$ cat src/rtl/modexp_pkg.sv
`default_nettype none
// ============================================================================
//  Module      : modexp_pkg
//  Description : Shared types and constants for the modular-exponentiation
//                sequencer: FSM state encoding, default operand widths and
//                the accumulator start value.
//  Revision    : 1.0 - initial release
// ============================================================================
package modexp_pkg;

    localparam int DEFAULT_WIDTH     = 6;
    localparam int DEFAULT_EXP_WIDTH = 6;

    // Accumulator seed for left-to-right square-and-multiply.
    localparam int ACC_ONE = 1;

    typedef enum logic [2:0] {
        ST_IDLE     = 3'd0,
        ST_CHECK    = 3'd1,
        ST_SQ_REQ   = 3'd2,
        ST_SQ_WAIT  = 3'd3,
        ST_MUL_REQ  = 3'd4,
        ST_MUL_WAIT = 3'd5,
        ST_NEXT     = 3'd6,
        ST_FINISH   = 3'd7
    } modexp_state_t;

endpackage
`default_nettype wire

$ cat src/rtl/modexp_exp_scanner.sv
`default_nettype none
// ============================================================================
//  Module      : modexp_exp_scanner
//  Description : Holds the captured exponent and walks a bit index from the
//                MSB down to bit 0, one position per step pulse.
//  Revision    : 1.0 - initial release
//
//  Ports:
//    clk        in   clock, rising edge
//    reset_n    in   asynchronous active-low reset
//    load       in   capture exponent_in, index <= EXP_WIDTH-1
//    step       in   decrement the index
//    exponent_in in  exponent to capture
//    bit_value  out  exponent bit at the current index
//    last_bit   out  index is at bit 0
// ============================================================================
module modexp_exp_scanner
    import modexp_pkg::*;
#(
    parameter int EXP_WIDTH = DEFAULT_EXP_WIDTH
) (
    input  logic                 clk,
    input  logic                 reset_n,
    input  logic                 load,
    input  logic                 step,
    input  logic [EXP_WIDTH-1:0] exponent_in,
    output logic                 bit_value,
    output logic                 last_bit
);

    localparam int IDX_W = (EXP_WIDTH > 1) ? $clog2(EXP_WIDTH) : 1;

    logic [EXP_WIDTH-1:0] exp_q;
    logic [IDX_W-1:0]     idx_q;

    always_ff @(posedge clk or negedge reset_n) begin
        if (!reset_n) begin
            exp_q <= '0;
            idx_q <= '0;
        end else if (load) begin
            exp_q <= exponent_in;
            idx_q <= IDX_W'(EXP_WIDTH - 1);
        end else if (step) begin
            idx_q <= idx_q - 1'b1;
        end
    end

    assign bit_value = exp_q[idx_q];
    assign last_bit  = (idx_q == '0);

endmodule
`default_nettype wire

$ cat src/rtl/modexp_sequencer.sv
`default_nettype none
// ============================================================================
//  Module      : modexp_sequencer
//  Description : Computes base^exponent mod modulus by left-to-right
//                square-and-multiply, issuing one request per step to an
//                external modular multiplier and waiting for its answer.
//                Optional build macro MODEXP_TIMEOUT_EN adds a response
//                time limit of TIMEOUT_CYCLES in the wait states.
//  Revision    : 1.0 - initial release
//
//  Ports:
//    clk, reset_n           clock (rising edge), async active-low reset
//    start                  one-cycle request, sampled only when idle
//    base/exponent/modulus  operands captured on an accepted start
//    busy                   operation in progress
//    done                   one-cycle pulse, result/err valid
//    err                    modulus < 2 (or multiplier timeout)
//    result                 final value, held until overwritten
//    mul_start              one-cycle request to the multiplier
//    mul_a/mul_b/mul_n      multiplier operands, stable until answered
//    mul_ready/mul_answer   multiplier response (level valid, product mod n)
// ============================================================================
module modexp_sequencer
    import modexp_pkg::*;
#(
    parameter int WIDTH          = DEFAULT_WIDTH,
    parameter int EXP_WIDTH      = DEFAULT_EXP_WIDTH,
    parameter int TIMEOUT_CYCLES = 64
) (
    input  logic                 clk,
    input  logic                 reset_n,
    input  logic                 start,
    input  logic [WIDTH-1:0]     base,
    input  logic [EXP_WIDTH-1:0] exponent,
    input  logic [WIDTH-1:0]     modulus,
    output logic                 busy,
    output logic                 done,
    output logic                 err,
    output logic [WIDTH-1:0]     result,
    output logic                 mul_start,
    output logic [WIDTH-1:0]     mul_a,
    output logic [WIDTH-1:0]     mul_b,
    output logic [WIDTH-1:0]     mul_n,
    input  logic                 mul_ready,
    input  logic [WIDTH-1:0]     mul_answer
);

    modexp_state_t    state_q, state_d;
    logic [WIDTH-1:0] base_q, base_d;
    logic [WIDTH-1:0] mod_q, mod_d;
    logic [WIDTH-1:0] acc_q, acc_d;
    logic [WIDTH-1:0] result_q, result_d;
    logic             err_q, err_d;
    logic [WIDTH-1:0] mul_a_q, mul_a_d;
    logic [WIDTH-1:0] mul_b_q, mul_b_d;
    logic [WIDTH-1:0] mul_n_q, mul_n_d;
    logic             wait_armed_q;
    logic             scan_load, scan_step;
    logic             scan_bit, scan_last;
    logic             answer_ok;
    logic             timeout_hit;

    modexp_exp_scanner #(
        .EXP_WIDTH (EXP_WIDTH)
    ) u_scanner (
        .clk         (clk),
        .reset_n     (reset_n),
        .load        (scan_load),
        .step        (scan_step),
        .exponent_in (exponent),
        .bit_value   (scan_bit),
        .last_bit    (scan_last)
    );

    // wait_armed_q is low in the first cycle of a wait state, so a ready
    // left over from the previous transaction is never taken as the answer.
    assign answer_ok = wait_armed_q && mul_ready;

`ifdef MODEXP_TIMEOUT_EN
    localparam int TO_W = (TIMEOUT_CYCLES > 1) ? $clog2(TIMEOUT_CYCLES) : 1;

    logic            in_wait;
    logic [TO_W-1:0] to_cnt_q;

    assign in_wait = (state_q == ST_SQ_WAIT) || (state_q == ST_MUL_WAIT);

    // Counts wait cycles since the last request; the limit is reached on the
    // TIMEOUT_CYCLES-th wait cycle.
    always_ff @(posedge clk or negedge reset_n) begin
        if (!reset_n) begin
            to_cnt_q <= '0;
        end else if (mul_start) begin
            to_cnt_q <= '0;
        end else if (in_wait && (to_cnt_q != TO_W'(TIMEOUT_CYCLES - 1))) begin
            to_cnt_q <= to_cnt_q + 1'b1;
        end
    end

    assign timeout_hit = in_wait && (to_cnt_q == TO_W'(TIMEOUT_CYCLES - 1));
`else
    // Constant false: the wait states block until the multiplier answers.
    assign timeout_hit = (TIMEOUT_CYCLES < 0);
`endif

    always_comb begin
        state_d   = state_q;
        base_d    = base_q;
        mod_d     = mod_q;
        acc_d     = acc_q;
        result_d  = result_q;
        err_d     = err_q;
        mul_a_d   = mul_a_q;
        mul_b_d   = mul_b_q;
        mul_n_d   = mul_n_q;
        scan_load = 1'b0;
        scan_step = 1'b0;

        case (state_q)
            ST_IDLE: begin
                if (start) begin
                    base_d    = base;
                    mod_d     = modulus;
                    acc_d     = WIDTH'(ACC_ONE);
                    scan_load = 1'b1;
                    state_d   = ST_CHECK;
                end
            end
            ST_CHECK: begin
                if (mod_q < WIDTH'(2)) begin
                    result_d = '0;
                    err_d    = 1'b1;
                    state_d  = ST_FINISH;
                end else begin
                    err_d   = 1'b0;
                    mul_a_d = acc_q;
                    mul_b_d = acc_q;
                    mul_n_d = mod_q;
                    state_d = ST_SQ_REQ;
                end
            end
            ST_SQ_REQ: begin
                state_d = ST_SQ_WAIT;
            end
            ST_SQ_WAIT: begin
                if (answer_ok) begin
                    acc_d = mul_answer;
                    if (scan_bit) begin
                        // Operands must already hold the new acc when
                        // mul_start rises in MUL_REQ.
                        mul_a_d = mul_answer;
                        mul_b_d = base_q;
                        state_d = ST_MUL_REQ;
                    end else begin
                        state_d = ST_NEXT;
                    end
                end else if (timeout_hit) begin
                    result_d = '0;
                    err_d    = 1'b1;
                    state_d  = ST_FINISH;
                end
            end
            ST_MUL_REQ: begin
                state_d = ST_MUL_WAIT;
            end
            ST_MUL_WAIT: begin
                if (answer_ok) begin
                    acc_d   = mul_answer;
                    state_d = ST_NEXT;
                end else if (timeout_hit) begin
                    result_d = '0;
                    err_d    = 1'b1;
                    state_d  = ST_FINISH;
                end
            end
            ST_NEXT: begin
                if (scan_last) begin
                    result_d = acc_q;
                    state_d  = ST_FINISH;
                end else begin
                    scan_step = 1'b1;
                    mul_a_d   = acc_q;
                    mul_b_d   = acc_q;
                    mul_n_d   = mod_q;
                    state_d   = ST_SQ_REQ;
                end
            end
            ST_FINISH: begin
                state_d = ST_IDLE;
            end
            default: begin
                state_d = ST_IDLE;
            end
        endcase
    end

    always_ff @(posedge clk or negedge reset_n) begin
        if (!reset_n) begin
            state_q      <= ST_IDLE;
            base_q       <= '0;
            mod_q        <= '0;
            acc_q        <= '0;
            result_q     <= '0;
            err_q        <= 1'b0;
            mul_a_q      <= '0;
            mul_b_q      <= '0;
            mul_n_q      <= '0;
            wait_armed_q <= 1'b0;
        end else begin
            state_q      <= state_d;
            base_q       <= base_d;
            mod_q        <= mod_d;
            acc_q        <= acc_d;
            result_q     <= result_d;
            err_q        <= err_d;
            mul_a_q      <= mul_a_d;
            mul_b_q      <= mul_b_d;
            mul_n_q      <= mul_n_d;
            wait_armed_q <= (state_q == ST_SQ_WAIT) || (state_q == ST_MUL_WAIT);
        end
    end

    assign busy      = (state_q != ST_IDLE) && (state_q != ST_FINISH);
    assign done      = (state_q == ST_FINISH);
    assign mul_start = (state_q == ST_SQ_REQ) || (state_q == ST_MUL_REQ);
    assign err       = err_q;
    assign result    = result_q;
    assign mul_a     = mul_a_q;
    assign mul_b     = mul_b_q;
    assign mul_n     = mul_n_q;

endmodule
`default_nettype wire
$ cat config.mk
export PLATFORM = sky130hd
export DESIGN_NAME = modexp_sequencer
export DESIGN_NICKNAME = d
export VERILOG_FILES = /design/src/rtl/modexp_pkg.sv /design/src/rtl/modexp_exp_scanner.sv /design/src/rtl/modexp_sequencer.sv
export SDC_FILE = /design/constraint.sdc
export NUM_CORES = 1
export LEC_CHECK = 0
export ABC_CLOCK_PERIOD_IN_PS = 2600
export CORE_ASPECT_RATIO = 0.9
export CORE_UTILIZATION = 50
export DETAILED_ROUTE_END_ITERATION = 8
export PLACE_DENSITY_LB_ADDON = 0.12
export SKIP_CTS_REPAIR_TIMING = 1
export SYNTH_ARGS = -nofsm -noshare
export SYNTH_HDL_FRONTEND = slang
export SYNTH_SLANG_ARGS = --single-unit
$ cat constraint.sdc
create_clock -name clk -period 2.6 [get_ports clk]
set_clock_uncertainty 0.15 [all_clocks]
set_input_delay 0.52 -clock clk [delete_from_list [all_inputs] [get_ports clk]]
set_output_delay 0.52 -clock clk [all_outputs]
set_load 0.005 [all_outputs]
## Yosys cells after proc, flatten, opt, wreduce, memory -nomap -nowiden

Cells that the tools add are included.

- Equal/unequal tests: 17
- Multiplexer cells: 33
- Reductions and logical operators: 18
- Add/sub/neg operators: 1
- $lt $le $gt $ge: 2

Operator list:

| operator | count |
|---|---|
| $mux 6 | 12 |
| $pmux 6 s2 | 3 |
| $pmux 6 s3 | 2 |
| $pmux 3 s8 | 1 |
| $mux 3 | 7 |
| $ne 2x2->1 const B | 8 |
| $eq 3x3->1 const B | 4 |
| $reduce_and 3->1 | 4 |
| $eq 3x2->1 const B | 2 |
| $logic_not 3->1 | 2 |
| $lt 6x2->1 const B | 1 |
| $mux 1 | 6 |
| $reduce_bool 2->1 | 3 |
| $reduce_bool 3->1 | 2 |
| $reduce_and 5->1 | 1 |
| $lt 3x4->1 const B | 1 |
| $bmux 1 s3 | 1 |
| $eq 3x1->1 const B | 1 |
| $ne 3x3->1 const B | 1 |
| $sub 3x1->3 const B | 1 |
| $logic_and 1x1->1 | 2 |
| $logic_or 1x1->1 | 2 |
| $mux 2 | 1 |
| $ne 2x1->1 const B | 1 |
| 2 further kinds | 2 |

- Register bits after elaboration: 56
- Output and inout port bits: 28
- Input port bits: 28

## Logic depth before layout (Yosys ltp)

- Depth in word-level cells: 5
- Depth in mapped cells: 7

## Cells and area by module

A second synthesis with hierarchy kept.

- Cells, all modules: 217
- Area total of the unflattened synthesis: 2528.7 um^2

Modules (own cells, without submodules):

| module | instances | area each (um^2) | seq. area each (um^2) | cells an instance |
|---|---|---|---|---|
| modexp_sequencer | 1 | 2099.5 | 1176.1 | 185 |
| modexp_exp_scanner | 1 | 429.2 | 225.2 | 32 |

## Least setup slack after synthesis

OpenSTA, ideal clock, no wires.

- Kind: register to register
- From: reg u_scanner.idx_q[0]
- To: reg mul_n_q[0] (netlist: mul_n[0])
- Cell stages (with the launch flop): 8
- Path buffers: 1
- Data required time: 2.322 ns
- Setup slack: 0.670 ns
- Arrival time: 1.653 ns
- Cell sequence: dfrtp_1 -> inv_1 -> ha_1 -> nand2b_1 -> nor3b_2 -> o21ba_2 -> buf_2 -> mux2_1

- Word-level cells in the longest chain between the ends: 3

Ends and longest elaborated chain:

| item | line | text |
|---|---|---|
| start: declaration | modexp_exp_scanner.sv:34 | `logic [IDX_W-1:0] idx_q;` |
| start signal: assignment | modexp_exp_scanner.sv:42 | `idx_q <= IDX_W'(EXP_WIDTH - 1);` |
| start signal: assignment | modexp_exp_scanner.sv:44 | `idx_q <= idx_q - 1'b1;` |
| $logic_not 3->1 | modexp_exp_scanner.sv:49 | `assign last_bit = (idx_q == '0);` |
| $ne 2x2->1 (no line) | n/a |  |
| $reduce_and 3->1 (no line) | n/a |  |
| end signal: assignment | modexp_sequencer.sv:217 | `mul_n_q <= mul_n_d;` |
| end: declaration | modexp_sequencer.sv:56 | `logic [WIDTH-1:0] mul_n_q, mul_n_d;` |

Every way passes these cells.
A chain may end at the register's enable or synchronous reset.

## Worst setup path after layout

- From: reg state_q[1]
- To: out mul_start

- Word-level cells in the longest chain between the ends: 2
- Elaborated cells on any way between the ends: 3
- Those cells by class: 2 x eq/ne; 1 x reduce/logical

Ends and longest elaborated chain:

| item | line | text |
|---|---|---|
| start: declaration | modexp_sequencer.sv:48 | `modexp_state_t state_q, state_d;` |
| start signal: assignment | modexp_sequencer.sv:209 | `state_q <= state_d;` |
| $eq 3x2->1 / $eq 3x3->1 (equally long branches) | modexp_sequencer.sv:224 | `assign mul_start = (state_q == ST_SQ_REQ) \|\| (state_q == ST_MUL_REQ);` |
| $logic_or 1x1->1 * | modexp_sequencer.sv:224 |  |
| end: declaration | modexp_sequencer.sv:40 | `output logic mul_start,` |

Mark *: on every way between the ends. The rest lies on a longest branch, timed or not.

==> impl_results.md <==
* GRT Util Overall at 0.2107
* Fin cells at 330
* Initial Util at 0.5217
* GPL Wtd Cong at 0.7117
* Synth Net Count at 240
* P_leak at 1.387 nW
* Max stage delay cell, worst path: clkdlybuf4s50_1
* R2R cell count at 6
* Clk sinks at 56
* Async SR Flop Fraction at 1.000
* YS warnings at 0
* Antenna violations before repair at 0
* # IOs at between 50 and 60
* Top cell type by total area after synthesis: dfrtp_1
* Skew-Pair Late Insertion Delay at ~0.30 ns
* TritonCTS Buffers at 5
* Post-layout net count at around 300
* R2r endpoint: mul_b[4]
* Relative slew slack at 0.5093
* DR DRC count at 0
* MaxCap Viol Count at 0
* Clk buf depth at 2
* Die area at 5333 µm²
* Worst r2r src: u_scanner.idx_q[0]
* Initial DRC Count at 74
* Reg clk slew, reported paths at roughly 0.09 ns
* WL final at roughly 5 mm
* Largest delay share family, worst path: buffers and inverters
* Routed Antenna Nets at 0
* Clock power share at 0.113
* Top cells by area, synth: dfrtp_1, mux2_2, o22a_1
* Critical-path maximum fanout at 13
* Synthesized area at 2522 µm²
* Post-DR wirelength/cell at roughly 15 µm
* Placed cells at 323
* Setup tns final at 0 ns
* Vias in the first global route at 1,809
* Layout cells sized above 1 at 0.1811
* CP startpoint: state_q[1]
* Vias/cell at 5.452
* Fin. max-slew vios at 0
* Most common cell after layout, fill and taps aside: clkdlybuf4s50_1
* Power Density at 1220 nW/µm²
* Via count of the routed design at 1,799
* Main flop type after synthesis: dfrtp_1
* Post-layout util at 0.6656
* Actual slew at the worst max-slew pin at between 0.7 and 0.8 ns
* Worst VDD drop at ~700 µV
* Most frequent cells in the layout: clkdlybuf4s50_1, dfrtp_1, mux2_2
* CTS tree: yes
* First-pass GRT wire length at 8.783 mm
* Post-synth EDFFs at 0
* Syn-to-layout area delta at 27.58%
* CP arrival at roughly 1.8 ns
* Post-synth top area share at 0.5556
* Register area share after synthesis at 0.5556
* Final worst path period need at around 2.5 ns
* Core ar. at 4835 µm²
* Synth Instances at 210
* Synth Area per Inst at around 12 µm²
* Grt ovf at 0
* Hold Fails Final Rpt at 0
* Sw Ratio at 0.3524
* Worst hold-check path type: in -> async
* Die Height at 69.38 µm
* Diode count at 0
* Crit path cell chain: xor2_1 > nor2b_1 > clkdlybuf4s50_1
* Largest net degree at the start of global routing at 34
* Count of state elements after synthesis at 56
* Buf/Inv on CP at 1
* H-tree depth at 2
* Comb power frac at 0.476
* Max frequency at between 400 and 500 MHz
* Setup CP Type: reg -> out
* Setup repair after global routing missed its margin: no
* Final setup fails at 0
* Crit end category: output port
* Data required, critical path at between 1.5 and 2 ns
* Status: finished clean
* NetSw at 1.383 mW
* IO Port Bufs at 55
* Fraction of power consumed by sequential logic at 0.411
* Die X at 76.87 µm
* DRT Pass-1 Iters at 4
* Worst setup path end: mul_start
* Final worst path period share at 0.9446
* Root Driver: clkbuf_8
* Worst R2R Setup Slack at ~0.37 ns
* Crit path launch type: flip-flop
* Detailed Place HPWL at 3.645 mm
* Internal power at 2.543 mW
* Worst path depth at 3
* FP Rows at 24
* Distinct cells, synth at just over 40
* Worst path max stage delay at 0.53 ns
* Worst hold margin at between 0.05 and 0.06 ns
[power by group through the flow]
stage,Clock (mW),Combinational [mW],Sequential (mW)
2_1_floorplan,0,1.28,1.52
3_3_place_gp,0,1.79,1.61
3_5_place_dp,0,1.84,1.62
4_1_cts,0.457,1.85,1.61
5_1_grt,0.500,2.04,1.69
6_report,0.442,1.87,1.61
[registers in the layout, summed over array words and instances, names as in the netlist]
signal	flops
wait_armed_q	1
mul_n	6
base_q	6
mul_a	6
err	1
mod_q	6
u_scanner.exp_q	6
state_q	3
acc_q	6
result	6
u_scanner.idx_q	3
mul_b	6
[layer usage]
metal	vias to the layer above	wire length, µm	GRT usage
met5	-	0	0
met4	0	14	0.03205
met3	2	209	0.05132
met2	40	2428	0.3323
met1	888	2415	0.3016
li1	869	-	-
[synthesized netlist by cell type (all sizes together) (2+ instances only)]
cell type,n
a21oi,8
a22o,8
a31oi,7
and2,3
and3b,2
buf,9
clkbuf,3
dfrtp,56
ha,2
inv,10
mux2,26
nand2,7
nand3,6
nor2,17
nor3,4
nor4,2
nor4b,2
o21ai,9
o22a,12
xnor2,2
[per-stage QoR]
stage	instance area [µm²]	total power, mW	worst slack [ns]
finish	3218	3.926	0.1440
global route	3218	4.231	0.02506
CTS	3206	3.916	0.05422
detailed placement	3128	3.466	-0.1840
global placement	3128	3.407	-0.1623
floorplan	2522	2.793	0.6696
[worst min path at each step]
stage	cells after the start	slack, ns	endpoint
5_1_grt	1	0.08	mul_n[3]
2_1_floorplan	0	0.07	acc_q[0]
4_1_cts	1	0.07	mul_n[3]
3_3_place_gp	1	0.32	mul_n[0]
3_5_place_dp	1	0.33	mul_n[0]
6_report	1	0.06	mul_n[3]
[area by class of cell]
cell class                 count  area (µm²)
inverter                      10       37.54
fill                         392        1617
sequential                    56        1405
timing repair buffer          60       595.6
multi-input combinational    132        1021
tap                           65       81.33
clock buffer                   6       72.57
clock inverter                 1       5.005
[logic make-up after synthesis]
kind of cell	synth area share
flops	0.5556
simple gates	0.1136
compound gates	0.1384
mux	0.1290
buf+inv	0.04316
xor+xnor	0.01042
fa+ha+maj	0.009919
Note: power is estimated with default switching activity, not from simulation.
